--- src/rtl/onehot_strobe_dec.sv ---
// rtl/onehot_strobe_dec.sv - index+hold to registered one-hot strobe with a zero guard cycle
// Optional one-entry request buffer: ONEHOT_STROBE_DEC_BUF_EN
module onehot_strobe_dec #(
    parameter int IDX_W  = 2,
    parameter int HOLD_W = 4
) (
    input  logic                    clk,
    input  logic                    rst_n,
    input  logic                    in_valid,
    output logic                    in_ready,
    input  logic [IDX_W-1:0]        in_idx,
    input  logic [HOLD_W-1:0]       in_hold,
    output logic [(1<<IDX_W)-1:0]   y,
    output logic                    busy,
    output logic                    done
);

    localparam int OUT_W = 1 << IDX_W;

    localparam logic [1:0] S_IDLE  = 2'd0;
    localparam logic [1:0] S_DRIVE = 2'd1;
    localparam logic [1:0] S_GAP   = 2'd2;

    logic [1:0]        state_q, state_d;
    logic [IDX_W-1:0]  idx_q, idx_d;
    logic [HOLD_W-1:0] cnt_q, cnt_d;
    logic [OUT_W-1:0]  y_q, y_d;
    logic              accept;

`ifdef ONEHOT_STROBE_DEC_BUF_EN
    logic              pend_valid_q, pend_valid_d;
    logic [IDX_W-1:0]  pend_idx_q, pend_idx_d;
    logic [HOLD_W-1:0] pend_hold_q, pend_hold_d;

    assign in_ready = !pend_valid_q;
    assign busy     = (state_q != S_IDLE) || pend_valid_q;
`else
    assign in_ready = (state_q != S_DRIVE);
    assign busy     = (state_q != S_IDLE);
`endif

    assign accept = in_valid && in_ready;
    assign done   = (state_q == S_DRIVE) && (cnt_q == '0);
    assign y      = y_q;

    always_comb begin
        state_d = state_q;
        idx_d   = idx_q;
        cnt_d   = cnt_q;
`ifdef ONEHOT_STROBE_DEC_BUF_EN
        pend_valid_d = pend_valid_q;
        pend_idx_d   = pend_idx_q;
        pend_hold_d  = pend_hold_q;
`endif
        case (state_q)
            S_IDLE: begin
                if (accept) begin
                    idx_d   = in_idx;
                    cnt_d   = in_hold;
                    state_d = S_DRIVE;
                end
            end
            S_DRIVE: begin
                if (cnt_q != '0) begin
                    cnt_d = cnt_q - 1'b1;
                end else begin
                    state_d = S_GAP;
                end
`ifdef ONEHOT_STROBE_DEC_BUF_EN
                if (accept) begin
                    pend_valid_d = 1'b1;
                    pend_idx_d   = in_idx;
                    pend_hold_d  = in_hold;
                end
`endif
            end
            S_GAP: begin
`ifdef ONEHOT_STROBE_DEC_BUF_EN
                // A parked request wins; in_ready is low so nothing new can race it.
                if (pend_valid_q) begin
                    idx_d        = pend_idx_q;
                    cnt_d        = pend_hold_q;
                    pend_valid_d = 1'b0;
                    state_d      = S_DRIVE;
                end else
`endif
                if (accept) begin
                    idx_d   = in_idx;
                    cnt_d   = in_hold;
                    state_d = S_DRIVE;
                end else begin
                    state_d = S_IDLE;
                end
            end
            default: begin
                state_d = S_IDLE;
            end
        endcase

        // Strobe is decoded from next state so y leaves a flop with no output logic.
        y_d = '0;
        if (state_d == S_DRIVE) begin
            y_d = {{(OUT_W-1){1'b0}}, 1'b1} << idx_d;
        end
    end

    always_ff @(posedge clk or negedge rst_n) begin
        if (!rst_n) begin
            state_q <= S_IDLE;
            idx_q   <= '0;
            cnt_q   <= '0;
            y_q     <= '0;
`ifdef ONEHOT_STROBE_DEC_BUF_EN
            pend_valid_q <= 1'b0;
            pend_idx_q   <= '0;
            pend_hold_q  <= '0;
`endif
        end else begin
            state_q <= state_d;
            idx_q   <= idx_d;
            cnt_q   <= cnt_d;
            y_q     <= y_d;
`ifdef ONEHOT_STROBE_DEC_BUF_EN
            pend_valid_q <= pend_valid_d;
            pend_idx_q   <= pend_idx_d;
            pend_hold_q  <= pend_hold_d;
`endif
        end
    end

endmodule

--- config.mk ---
export PLATFORM = sky130hd
export DESIGN_NAME = onehot_strobe_dec
export DESIGN_NICKNAME = d
export VERILOG_FILES = /design/src/rtl/onehot_strobe_dec.sv
export SDC_FILE = /design/constraint.sdc
export NUM_CORES = 1
export LEC_CHECK = 0
export ABC_AREA = 1
export BUFFER_PORTS_ARGS = -buffer_cell sky130_fd_sc_hd__clkbuf_2
export CAP_MARGIN = 30
export CORE_AREA = 10 10 47 49
export CTS_CLUSTER_DIAMETER = 150
export CTS_CLUSTER_SIZE = 25
export DETAILED_ROUTE_END_ITERATION = 10
export DIE_AREA = 0 0 57 59
export PLACE_DENSITY = 0.66
export SETUP_SLACK_MARGIN = 0.15
export SLEW_MARGIN = 20
export SYNTH_ARGS = -nofsm -noshare
export SYNTH_HDL_FRONTEND = slang
export SYNTH_SLANG_ARGS = --single-unit
--- constraint.sdc ---
create_clock -name clk -period 3.4 [get_ports clk]
set_input_delay 0.51 -clock clk [delete_from_list [all_inputs] [get_ports clk]]
set_output_delay 0.51 -clock clk [all_outputs]
set_load 0.02 [all_outputs]
==> run_results.csv, run 1 <==
group,metric,value,unit
status,status,"completed",
power_and_ir_drop,power-per-cell-area,1030,nW/um^2
routing,drt_first_iter_violations,4,
global_routing,antenna_violations_before_repair,0,
routing,wire_per_inst,11.2,microns
routing,vias_per_cell,4.76,
final_layout,most_common_library_cell_in_the_layout_ignoring_fill_and_taps,"nand2_1",
setup_path,worst-setup-path-type,"reg -> out",
synth,mux_share_of_post_synthesis_cell_area,0,
sta,final.setup.worst_slack,1.49,ns
floorplanning,die_h,59,microns
final_layout,filler_cell_count,151,
final_layout,nets,98,
global_routing,grt_pass1_wl,2.04,mm
sta,skew,0.000787,ns
synth,synth_top_family_by_area,"simple AND/OR/NAND/NOR gates",
clock_network,clock-root-buffer,"clkbuf_4",
setup_path,r2r-start,"cnt_q[0]",
routing,post-route-drc-count,0,
synth,ys_seq_area_frac,0.523,
sta,worst_margin_pin_slew,0.308,ns
placement,place_hpwl,935,microns
synth,xor_and_xnor_fraction_of_the_mapped_netlist_area,0,
synth,synth_simple_gate_area_frac,0.279,
sta,final.min_clock_period,1.91,ns
sta,slew_violations,0,
clock_network,cts.clk_slew.worst_paths,0.07,ns
floorplanning,floorplan.die_area,3360,sq um
sta,setup_violations,0,
synth,synth.distinct_cells,17,
floorplanning,standard_cell_core_area,1400,sq um
setup_path,r2r_cells,5,
floorplanning,initial_utilization,0.410,
floorplanning,ioPinCount,16,
setup_path,critPathCaptureType,"output pin",
setup_path,critical_path_required,2.89,ns
final_layout,antennaDiodeCount,0,
placement,dp_slack,1.77,ns
global_routing,grt_overflow_total,0,
synth,synth_warnings,0,
clock_network,clock_tree_from_tritoncts,"built",
sta,grt_setup_unrepaired,"false",
clock_network,clk_latency,0.27,ns
clock_network,ctsLongestPathBuffers,2,
final_layout,layout.cells.most_common_list,"nand2_1, clkbuf_2, dfrtp_1",
power_and_ir_drop,ir_drop,455,uV
setup_path,cp.arrival,1.40,ns
setup_path,critPathLaunch,"cnt_q[0]",
synth,postSynthRegisterBits,12,
hold_path,hold_path.class,"in -> async",
synth,synth_area_per_cell,8.45,sq um
sta,fin_setup_tns,0,ns
power_and_ir_drop,p_clk_frac,0.154,
sta,max_freq,0.523,GHz
placement,gp_congestion,0.829,
clock_network,post_cts_hold_buffer_count,0,
sta,portion_of_the_clock_cycle_consumed_by_the_worst_path_in_the_final_layout,0.563,
routing,detailroute.via_count,490,
routing,detail-route-antenna-nets,0,
power_and_ir_drop,p_int,0.000401,W
clock_network,cts_setup_buffers,0,
routing,drt-total-wl,1.15,mm
power_and_ir_drop,p_leak,0.393,nW
sta,relSlewSlack,0.795,
flow_run,max_cap_violations,0,
global_routing,number_of_global_route_vias_before_repair,443,
synth,post-synth-top-area-fraction,0.523,
power_and_ir_drop,share_comb_of_total_power,0.507,
clock_network,cts.sinks,12,
final_layout,area.growth.synth_to_final,22.9,%
power_and_ir_drop,power.share.switching,0.446,
clock_network,cts_buffers,3,
setup_path,timing.critical_path.fanout_max,4,
final_layout,drive_above_1_share,0.322,
floorplanning,rows,14,
placement,buffer_ports.inserted,15,
synth,total_nets_after_synthesis,78,
synth,mappedNetlistArea,574,sq um
setup_path,worstSetupStartpointType,"flip-flop",
power_and_ir_drop,sequential_group_share_of_total_power,0.338,
synth,synthCells,68,
routing,drt_pre_antenna_iters,5,
global_routing,pin_count_of_the_biggest_net_entering_global_routing,13,
synth,synthTopCellsByArea,"dfrtp_1, nand2_1, inv_1",
power_and_ir_drop,net-switching-power,0.000323,W
sta,hold_viol_final,0,
clock_network,cts_max_level,1,
synth,post_synth_fa_ha_maj_area_fraction,0.0218,
synth,synth.largest_area_cell,"dfrtp_1",
floorplanning,die_width,57,microns
synth,synth-compound-area-share,0.105,
global_routing,grt.total_usage,0.0768,
clock_network,post_cts_resized,0,
[synthesized netlist by cell type]
cell,number
nand3_1,4
nand2_2,1
nor2_1,4
dfrtp_1,12
inv_2,2
nor3_1,4
nand2_4,1
or2_2,2
ha_1,1
nand2_1,17
inv_1,9
o21ai_0,6
o21ai_1,1
a21oi_2,1
nor2_4,1
o21ai_2,1
a21boi_0,1
[flip-flops by register name, summed over array words and instances (netlist names)]
signal,count
idx_q,2
cnt_q,4
state_q,2
y,4
[worst max-delay path, stage by stage (launching register included)]
cell and delay (ns):
dfrtp_1 0.38, inv_1 0.10, ha_1 0.20, nand3_1 0.16
nor2_1 0.12, clkbuf_2 0.18
[power groups by stage]
| stage | logic, W | clock network, W | registers [W] |
|---|---|---|---|
| after floorplan | 0.000263 | 0 | 0.000263 |
| final | 0.000367 | 0.000112 | 0.000245 |
| after global placement | 0.000371 | 0 | 0.000246 |
| after global routing | 0.000428 | 0.000122 | 0.000254 |
| after detailed placement | 0.000375 | 0 | 0.000248 |
| after CTS | 0.000376 | 0.000115 | 0.000246 |
[cells by family (layout without fill, tap and decap cells)]
| logic type | count (synthesis) | in the layout |
|---|---|---|
| and+or+nand+nor | 34 | 34 |
| DFF | 12 | 12 |
| buffers and inverters | 11 | 30 |
| AOI/OAI and AO/OA | 10 | 10 |
| adders and majority gates | 1 | 1 |
[cell type report]
class	count	area, sq um	area share
Sequential cell	12	300	0.426
Multi-Input combinational cell	45	233	0.330
Timing Repair Buffer	15	75.1	0.106
Inverter	11	41.3	0.0585
Clock buffer	4	36.3	0.0514
Tap cell	16	20.0	0.0284
[per-layer routing]
metal,track usage,part of all wire,vias to the layer above
met1,0.0855,0.42,218
met3,0.0322,0.082,4
met4,0.0604,0.029,0
met5,0,0,-
li1,-,-,251
met2,0.113,0.47,17
[final timing paths]
| path | to | slack (ns) |
|---|---|---|
| setup reg to reg | cnt_q[2] | 2.01 |
| hold / removal | y[1] | 0.11 |
| setup / recovery | done | 1.49 |
| min in group clk | idx_q[1] | 0.50 |
| hold reg to reg | cnt_q[3] | 0.53 |
| max in group asynchronous | y[0] | 3.06 |
[stage by stage]
stage,total power (W),instance area [sq um],utilization,instances,hold slack [ns]
global placement,0.000617,669,0.478,99,0.405
finish,0.000724,706,0.504,103,0.112
CTS,0.000737,706,0.504,103,0.111
detailed placement,0.000623,669,0.478,99,0.408
floorplan,0.000526,574,-,68,0.214
global route,0.000803,706,0.504,103,0.117
Note: power is estimated with default switching activity, not from simulation.
==> inputs of run 2 (changes only) <==
--- a/config.mk
+++ b/config.mk
@@ -5,15 +5,15 @@
 export SDC_FILE = /design/constraint.sdc
 export NUM_CORES = 1
 export LEC_CHECK = 0
-export ABC_AREA = 1
+export ABC_AREA = 0
 export BUFFER_PORTS_ARGS = -buffer_cell sky130_fd_sc_hd__clkbuf_2
 export CAP_MARGIN = 30
-export CORE_AREA = 10 10 47 49
+export CORE_MARGIN = 10
+export CORE_UTILIZATION = 44
 export CTS_CLUSTER_DIAMETER = 150
 export CTS_CLUSTER_SIZE = 25
 export DETAILED_ROUTE_END_ITERATION = 10
-export DIE_AREA = 0 0 57 59
-export PLACE_DENSITY = 0.66
+export PLACE_DENSITY = 0.69
 export SETUP_SLACK_MARGIN = 0.15
 export SLEW_MARGIN = 20
 export SYNTH_ARGS = -nofsm -noshare
==> constraint.sdc (replaced) <==
create_clock -name clk -period 1.6 [get_ports clk]
set_input_delay 0.24 -clock clk [delete_from_list [all_inputs] [get_ports clk]]
set_output_delay 0.24 -clock clk [all_outputs]
set_load 0.02 [all_outputs]
==> run 2 against run 1 <==
Die area is 0.99% lower. Critical path depth did not move. Clock skew is 0.0057 ns higher. Worst hold slack better by 0.11 ns. Non-clock buffer count rose by 11. Utilization is 18 points higher. Register-to-register slack got worse by 1.9 ns. Setup slack worse by 1.5 ns. Highest routed layer unchanged.
==> run_results.csv, run 2 <==
group,metric,value,unit
setup_path,critical_path_required,1.36,ns
synth,ys_seq_area_frac,0.480,
floorplanning,standard_cell_core_area,1320,sq um
setup_path,timing.critical_path.fanout_max,2,
clock_network,ctsLongestPathBuffers,2,
routing,drt_first_iter_violations,2,
placement,dp_slack,0.0662,ns
routing,post-route-drc-count,0,
final_layout,multiInputGateArea,340,sq um
final_layout,antennaDiodeCount,0,
synth,synth_edf_count,0,
setup_path,worst-setup-path-type,"reg -> out",
final_layout,filler_cell_count,97,
final_layout,area.sequential,302,sq um
sta,fin_setup_tns,0,ns
sta,final.min_clock_period,1.57,ns
sta,setup_violations,0,
power_and_ir_drop,power-per-cell-area,2090,nW/um^2
sta,worst_hold_check_slack,0.222,ns
synth,synthTopCellsByArea,"dfrtp_1, nand2_1, nand3b_1",
clock_network,clock-root-buffer,"clkbuf_4",
final_layout,drive_above_1_share,0.549,
setup_path,critPathMaxStageDelay,0.39,ns
routing,highest-signal-layer,"met4",
floorplanning,die_width,57.7,microns
setup_path,cp.arrival,1.33,ns
placement,gp_congestion,0.799,
flow_run,max_cap_violations,0,
clock_network,cts_buffers,3,
routing,wl_met3,150,microns
synth,synth_warnings,0,
sta,max_freq,0.636,GHz
sta,portion_of_the_clock_cycle_consumed_by_the_worst_path_in_the_final_layout,0.983,
floorplanning,ioPinCount,16,
placement,buffer_ports.inserted,15,
floorplanning,die_h,57.7,microns
global_routing,number_of_global_route_vias_before_repair,474,
routing,wire_per_inst,12.9,microns
setup_path,r2r-start,"cnt_q[1]",
clock_network,clock_tree_from_tritoncts,"built",
synth,post-synth-top-area-fraction,0.480,
setup_path,regToRegEndpoint,"cnt_q[3]",
synth,xor_and_xnor_fraction_of_the_mapped_netlist_area,0,
synth,synth_top_family_by_area,"simple AND/OR/NAND/NOR gates",
synth,post_synth_fa_ha_maj_area_fraction,0.0200,
sta,final.setup.worst_slack,0.0278,ns
synth,mux_share_of_post_synthesis_cell_area,0.0160,
final_layout,most_common_library_cell_in_the_layout_ignoring_fill_and_taps,"clkbuf_2",
synth,synth.largest_area_cell,"dfrtp_1",
global_routing,grt_overflow_total,0,
final_layout,layout.cells.most_common_list,"clkbuf_2, dfrtp_1, nand2_1",
hold_path,min_path_cells,3,
status,status,"completed",
synth,postSynthRegisterBits,12,
routing,detail-route-antenna-nets,0,
synth,synth_area_per_cell,9.93,sq um
hold_path,hold-path-endpoint,"cnt_q[1]",
synth,mappedNetlistArea,626,sq um
global_routing,pin_count_of_the_biggest_net_entering_global_routing,13,
clock_network,cts_max_level,1,
sta,skew,0.00649,ns
synth,synthCells,63,
final_layout,area.growth.synth_to_final,43.4,%
routing,detailroute.via_count,518,
synth,asyncSetResetFlopFracSynth,1.00,
final_layout,nets,102,
sta,hold_viol_final,0,
placement,place_hpwl,959,microns
routing,sum_of_met2_wire_segment_lengths_after_detailed_routing,631,microns
global_routing,antenna_violations_before_repair,0,
setup_path,critPathCaptureType,"output pin",
clock_network,cts.sinks,12,
setup_path,r2r_cells,9,
hold_path,hp-start,"in_hold[1]",
routing,vias_per_cell,4.89,
clock_network,clk_latency,0.27,ns
hold_path,hold_path.class,"in -> reg",
floorplanning,initial_utilization,0.475,
global_routing,grt_pass1_wl,2.07,mm
sta,slew_violations,0,
synth,synth.distinct_cells,26,
sta,grt_setup_unrepaired,"true",
synth,post_synth_most_frequent_cells,"dfrtp_1, nand2_1, a21oi_1",
setup_path,worst-r2r-setup-slack,0.08,ns
synth,total_nets_after_synthesis,73,
power_and_ir_drop,ir_drop,1380,uV
routing,drt-total-wl,1.37,mm
sta,worst_margin_pin_slew,0.306,ns
setup_path,timing.critical_path.cells,"inv_2, ha_4, nor3b_4, and2b_1, clkbuf_8",
global_routing,grt.total_usage,0.0796,
power_and_ir_drop,p_leak,0.435,nW
clock_network,cts.clk_slew.worst_paths,0.07,ns
synth,synth_simple_gate_area_frac,0.300,
setup_path,worstSetupStartpointType,"flip-flop",
sta,relSlewSlack,0.796,
routing,drt-met1-wl,570,microns
floorplanning,floorplan.die_area,3330,sq um
synth,yosys_most_used_dff,"dfrtp_1",
setup_path,crit_path_top_delay_cell,"dfrtp_1",
synth,synth-compound-area-share,0.116,
routing,drt_pre_antenna_iters,2,
floorplanning,rows,13,
synth,most_instantiated_library_cell_after_synthesis,"dfrtp_1",
## run 2: changes by cell type after synthesis, moves of 2 or more
cell / delta
o21ai_0: -5
and2b_1: +2
nand3b_1: +4
inv_1: -6
nand2_1: -9
buf_6: +2
inv_2: -2
a21oi_1: +5
## run 2: what timing repair did
action | 4_1_cts | 5_1_grt
setup buffers | 6 | 4
gates resized for setup | 11 | 11
hold buffers | 1 | 0
setup endpoints to repair | 4 | 9
pin swaps | 1 | 5
hold endpoints to repair | 12 | 0
## run 2: cells by family (layout without fill, tap and decap cells)
group	Yosys count	count (layout)
compound gates	11	11
fa+ha+maj	1	1
buf+inv	6	34
flops	12	12
mux	1	1
simple gates	32	32
## run 2: critical path, delay by kind of cell, from the launching register on
kind	cells	cell delay, ns
adders and majority gates	1	0.13
DFF	1	0.39
buffers and inverters	2	0.22
and+or+nand+nor	2	0.32
## run 2: worst max path at each step
stage,start,end,slack (ns)
finish,cnt_q[1],done,0.03
global route,cnt_q[1],done,-0.05
CTS,cnt_q[1],done,0.02
detailed placement,cnt_q[0],cnt_q[3],0.07
global placement,cnt_q[0],cnt_q[3],0.18
floorplan,cnt_q[0],cnt_q[3],0.27
## run 2: where the power goes
group | switching [W] | internal [W] | total [W]
sequential | 0.000113 | 0.000443 | 0.000556
clock | 0.0000948 | 0.000138 | 0.000233
combinational | 0.000551 | 0.000533 | 0.00108
## run 2: stage by stage
| step | instances | utilization | area (sq um) | power [W] |
|---|---|---|---|---|
| finish | 106 | 0.681 | 897 | 0.00187 |
| global route | 106 | 0.681 | 897 | 0.00201 |
| CTS | 102 | 0.628 | 827 | 0.00170 |
| detailed placement | 91 | 0.529 | 697 | 0.00127 |
| global placement | 91 | 0.529 | 697 | 0.00126 |
| floorplan | 63 | - | 626 | 0.00112 |
## run 2: metal layers
metal	GRT usage	vias to the layer above
li1	-	272
met1	0.0835	230
met2	0.123	14
met3	0.0610	2
met4	0.0201	0
met5	0	-
## run 2: cell type report
type / count / share of cell area
Tap cell: 15 / 0.0209
Inverter: 4 / 0.0223
Multi-Input combinational cell: 45 / 0.379
Timing Repair Buffer: 26 / 0.201
Sequential cell: 12 / 0.336
Clock buffer: 4 / 0.0404
==> inputs of run 3 (changes only) <==
--- a/config.mk
+++ b/config.mk
@@ -8,12 +8,13 @@
 export ABC_AREA = 0
 export BUFFER_PORTS_ARGS = -buffer_cell sky130_fd_sc_hd__clkbuf_2
 export CAP_MARGIN = 30
-export CORE_MARGIN = 10
-export CORE_UTILIZATION = 44
+export CELL_PAD_IN_SITES_DETAIL_PLACEMENT = 0
+export CELL_PAD_IN_SITES_GLOBAL_PLACEMENT = 1
+export CORE_UTILIZATION = 33
 export CTS_CLUSTER_DIAMETER = 150
 export CTS_CLUSTER_SIZE = 25
 export DETAILED_ROUTE_END_ITERATION = 10
-export PLACE_DENSITY = 0.69
+export PLACE_DENSITY = 0.68
 export SETUP_SLACK_MARGIN = 0.15
 export SLEW_MARGIN = 20
 export SYNTH_ARGS = -nofsm -noshare
==> run 3 against run 2 <==
The flow now finishes with violations (setup timing). Count of clock-buffer cells in the layout is the same. Cell area shrank 2.6%. Non-clock buffer count shrank 2. Wire length fell by 8.2%. Die area down 38%. Sequential share of layout area up 0.91 points. Critical path type unchanged.
==> run_results.csv, run 3 (synthesized netlist as in run 2, its figures left out) <==
group,metric,value,unit
status,status,"finished with violations",
status,failed_checks,"setup timing",
routing,vias_per_cell,4.69,
placement,buffer_ports.inserted,15,
power_and_ir_drop,net-switching-power,0.000731,W
setup_path,r2r_cells,7,
sta,final.min_clock_period,1.61,ns
sta,final.setup.worst_slack,-0.00547,ns
routing,drt-total-wl,1.25,mm
power_and_ir_drop,sequential_group_share_of_total_power,0.307,
power_and_ir_drop,ir_drop,891,uV
clock_network,ctsLongestPathBuffers,2,
routing,sum_of_met2_wire_segment_lengths_after_detailed_routing,599,microns
placement,dp_slack,0.117,ns
placement,number_of_cells_in_the_design_after_placement,101,
setup_path,cp.arrival,1.37,ns
global_routing,grt.total_usage,0.136,
clock_network,cts_max_level,1,
final_layout,most_common_library_cell_in_the_layout_ignoring_fill_and_taps,"clkbuf_2",
routing,drt-met1-wl,575,microns
routing,post-route-drc-count,0,
sta,slew_violations,0,
hold_path,min_path_cells,3,
sta,skew,0.00273,ns
clock_network,cts_buffers,3,
final_layout,instances_no_fill,114,
final_layout,area.sequential,302,sq um
final_layout,multiInputGateArea,327,sq um
power_and_ir_drop,p_leak,0.417,nW
sta,grt_setup_unrepaired,"true",
floorplanning,die_width,45.5,microns
final_layout,layout.cells.most_common_list,"clkbuf_2, dfrtp_1, nand2_1",
hold_path,hold_path.class,"in -> reg",
final_layout,filler_cell_count,168,
placement,place_hpwl,827,microns
routing,drt_first_iter_violations,7,
sta,hold_viol_final,0,
global_routing,pin_count_of_the_biggest_net_entering_global_routing,13,
power_and_ir_drop,fin_total_pwr,0.00179,W
floorplanning,standard_cell_core_area,1750,sq um
clock_network,clk_latency,0.27,ns
power_and_ir_drop,share_comb_of_total_power,0.557,
sta,relSlewSlack,0.760,
sta,portion_of_the_clock_cycle_consumed_by_the_worst_path_in_the_final_layout,1.00,
floorplanning,initial_utilization,0.358,
setup_path,worst-setup-path-type,"reg -> out",
global_routing,number_of_global_route_vias_before_repair,437,
setup_path,timing.critical_path.fanout_max,2,
global_routing,antenna_violations_before_repair,0,
final_layout,area.growth.synth_to_final,39.6,%
global_routing,grt_pass1_wl,1.94,mm
routing,drt_pre_antenna_iters,4,
routing,detail-route-antenna-nets,0,
clock_network,clock-root-buffer,"clkbuf_4",
setup_path,critPathCaptureType,"output pin",
flow_run,max_cap_violations,0,
power_and_ir_drop,p_int,0.00106,W
global_routing,grt_overflow_total,0,
final_layout,drive_above_1_share,0.506,
floorplanning,floorplan.die_area,2070,sq um
power_and_ir_drop,p_clk_frac,0.135,
sta,max_freq,0.623,GHz
routing,highest-signal-layer,"met4",
clock_network,cts.sinks,12,
placement,gp_congestion,0.751,
final_layout,nets,100,
routing,wl_met3,67,microns
power_and_ir_drop,power.share.switching,0.408,
sta,worst_margin_pin_slew,0.360,ns
routing,wire_per_inst,11.0,microns
clock_network,clock_tree_from_tritoncts,"built",
final_layout,antennaDiodeCount,0,
routing,detailroute.via_count,535,
floorplanning,rows,15,
sta,setup_violations,1,
setup_path,critical_path_required,1.36,ns
power_and_ir_drop,power-per-cell-area,2050,nW/um^2
floorplanning,die_h,45.5,microns
setup_path,worstSetupStartpointType,"flip-flop",
clock_network,cts.clk_slew.worst_paths,0.08,ns
floorplanning,ioPinCount,16,
==> run 3: power groups by stage <==
stage	sequential (W)	clock (W)	combinational, W
finish	0.000551	0.000242	0.000999
global route	0.000569	0.000270	0.00109
CTS	0.000549	0.000245	0.000864
detailed placement	0.000563	0	0.000698
global placement	0.000564	0	0.000699
floorplan	0.000580	0	0.000539
==> run 3: through the flow <==
| step | hold WS [ns] | setup TNS (ns) | utilization | area (sq um) |
|---|---|---|---|---|
| detailed placement | 0.143 | 0 | 0.406 | 709 |
| global placement | 0.140 | 0 | 0.406 | 709 |
| CTS | 0.224 | 0 | 0.475 | 830 |
| global route | 0.221 | -0.0918 | 0.500 | 873 |
| floorplan | -0.0556 | 0 | - | 626 |
| finish | 0.225 | -0.00547 | 0.500 | 873 |
==> run 3: layout make-up <==
| type | instances | share of cell area |
|---|---|---|
| multi-input cells | 45 | 0.374 |
| clock buffers | 4 | 0.0415 |
| well taps | 25 | 0.0358 |
| flip-flops and latches | 12 | 0.345 |
| repair buffers | 24 | 0.181 |
| inverters | 4 | 0.0229 |
==> run 3: worst max-delay path, stage by stage, from the launching register on <==
cell	delay (ns)
dfrtp_1	0.39
inv_2	0.09
ha_4	0.14
nor3b_4	0.18
and2b_1	0.16
clkbuf_8	0.14
==> run 3: what timing repair did <==
action	4_1_cts	5_1_grt
gates resized for setup	8	8
setup endpoints to repair	5	5
hold buffers	1	0
setup buffers	6	2
endpoints found under the hold margin	12	0
pin swaps	1	3
==> run 3: path summary, 6_finish.rpt <==
kind	endpoint	slack, ns	startpoint
setup / recovery	done	-0.005	cnt_q[1]
hold reg to reg	idx_q[1]	0.57	idx_q[1]
min in group asynchronous	cnt_q[0]	0.39	rst_n
setup reg to reg	cnt_q[3]	0.14	cnt_q[1]
hold / removal	cnt_q[1]	0.23	in_hold[1]
max in group asynchronous	state_q[0]	0.96	rst_n
==> run 3: per-layer routing <==
metal / track usage / vias up
met3: 0.0437 / 2
met2: 0.217 / 13
li1: - / 266
met5: 0 / -
met1: 0.169 / 254
met4: 0.0545 / 0
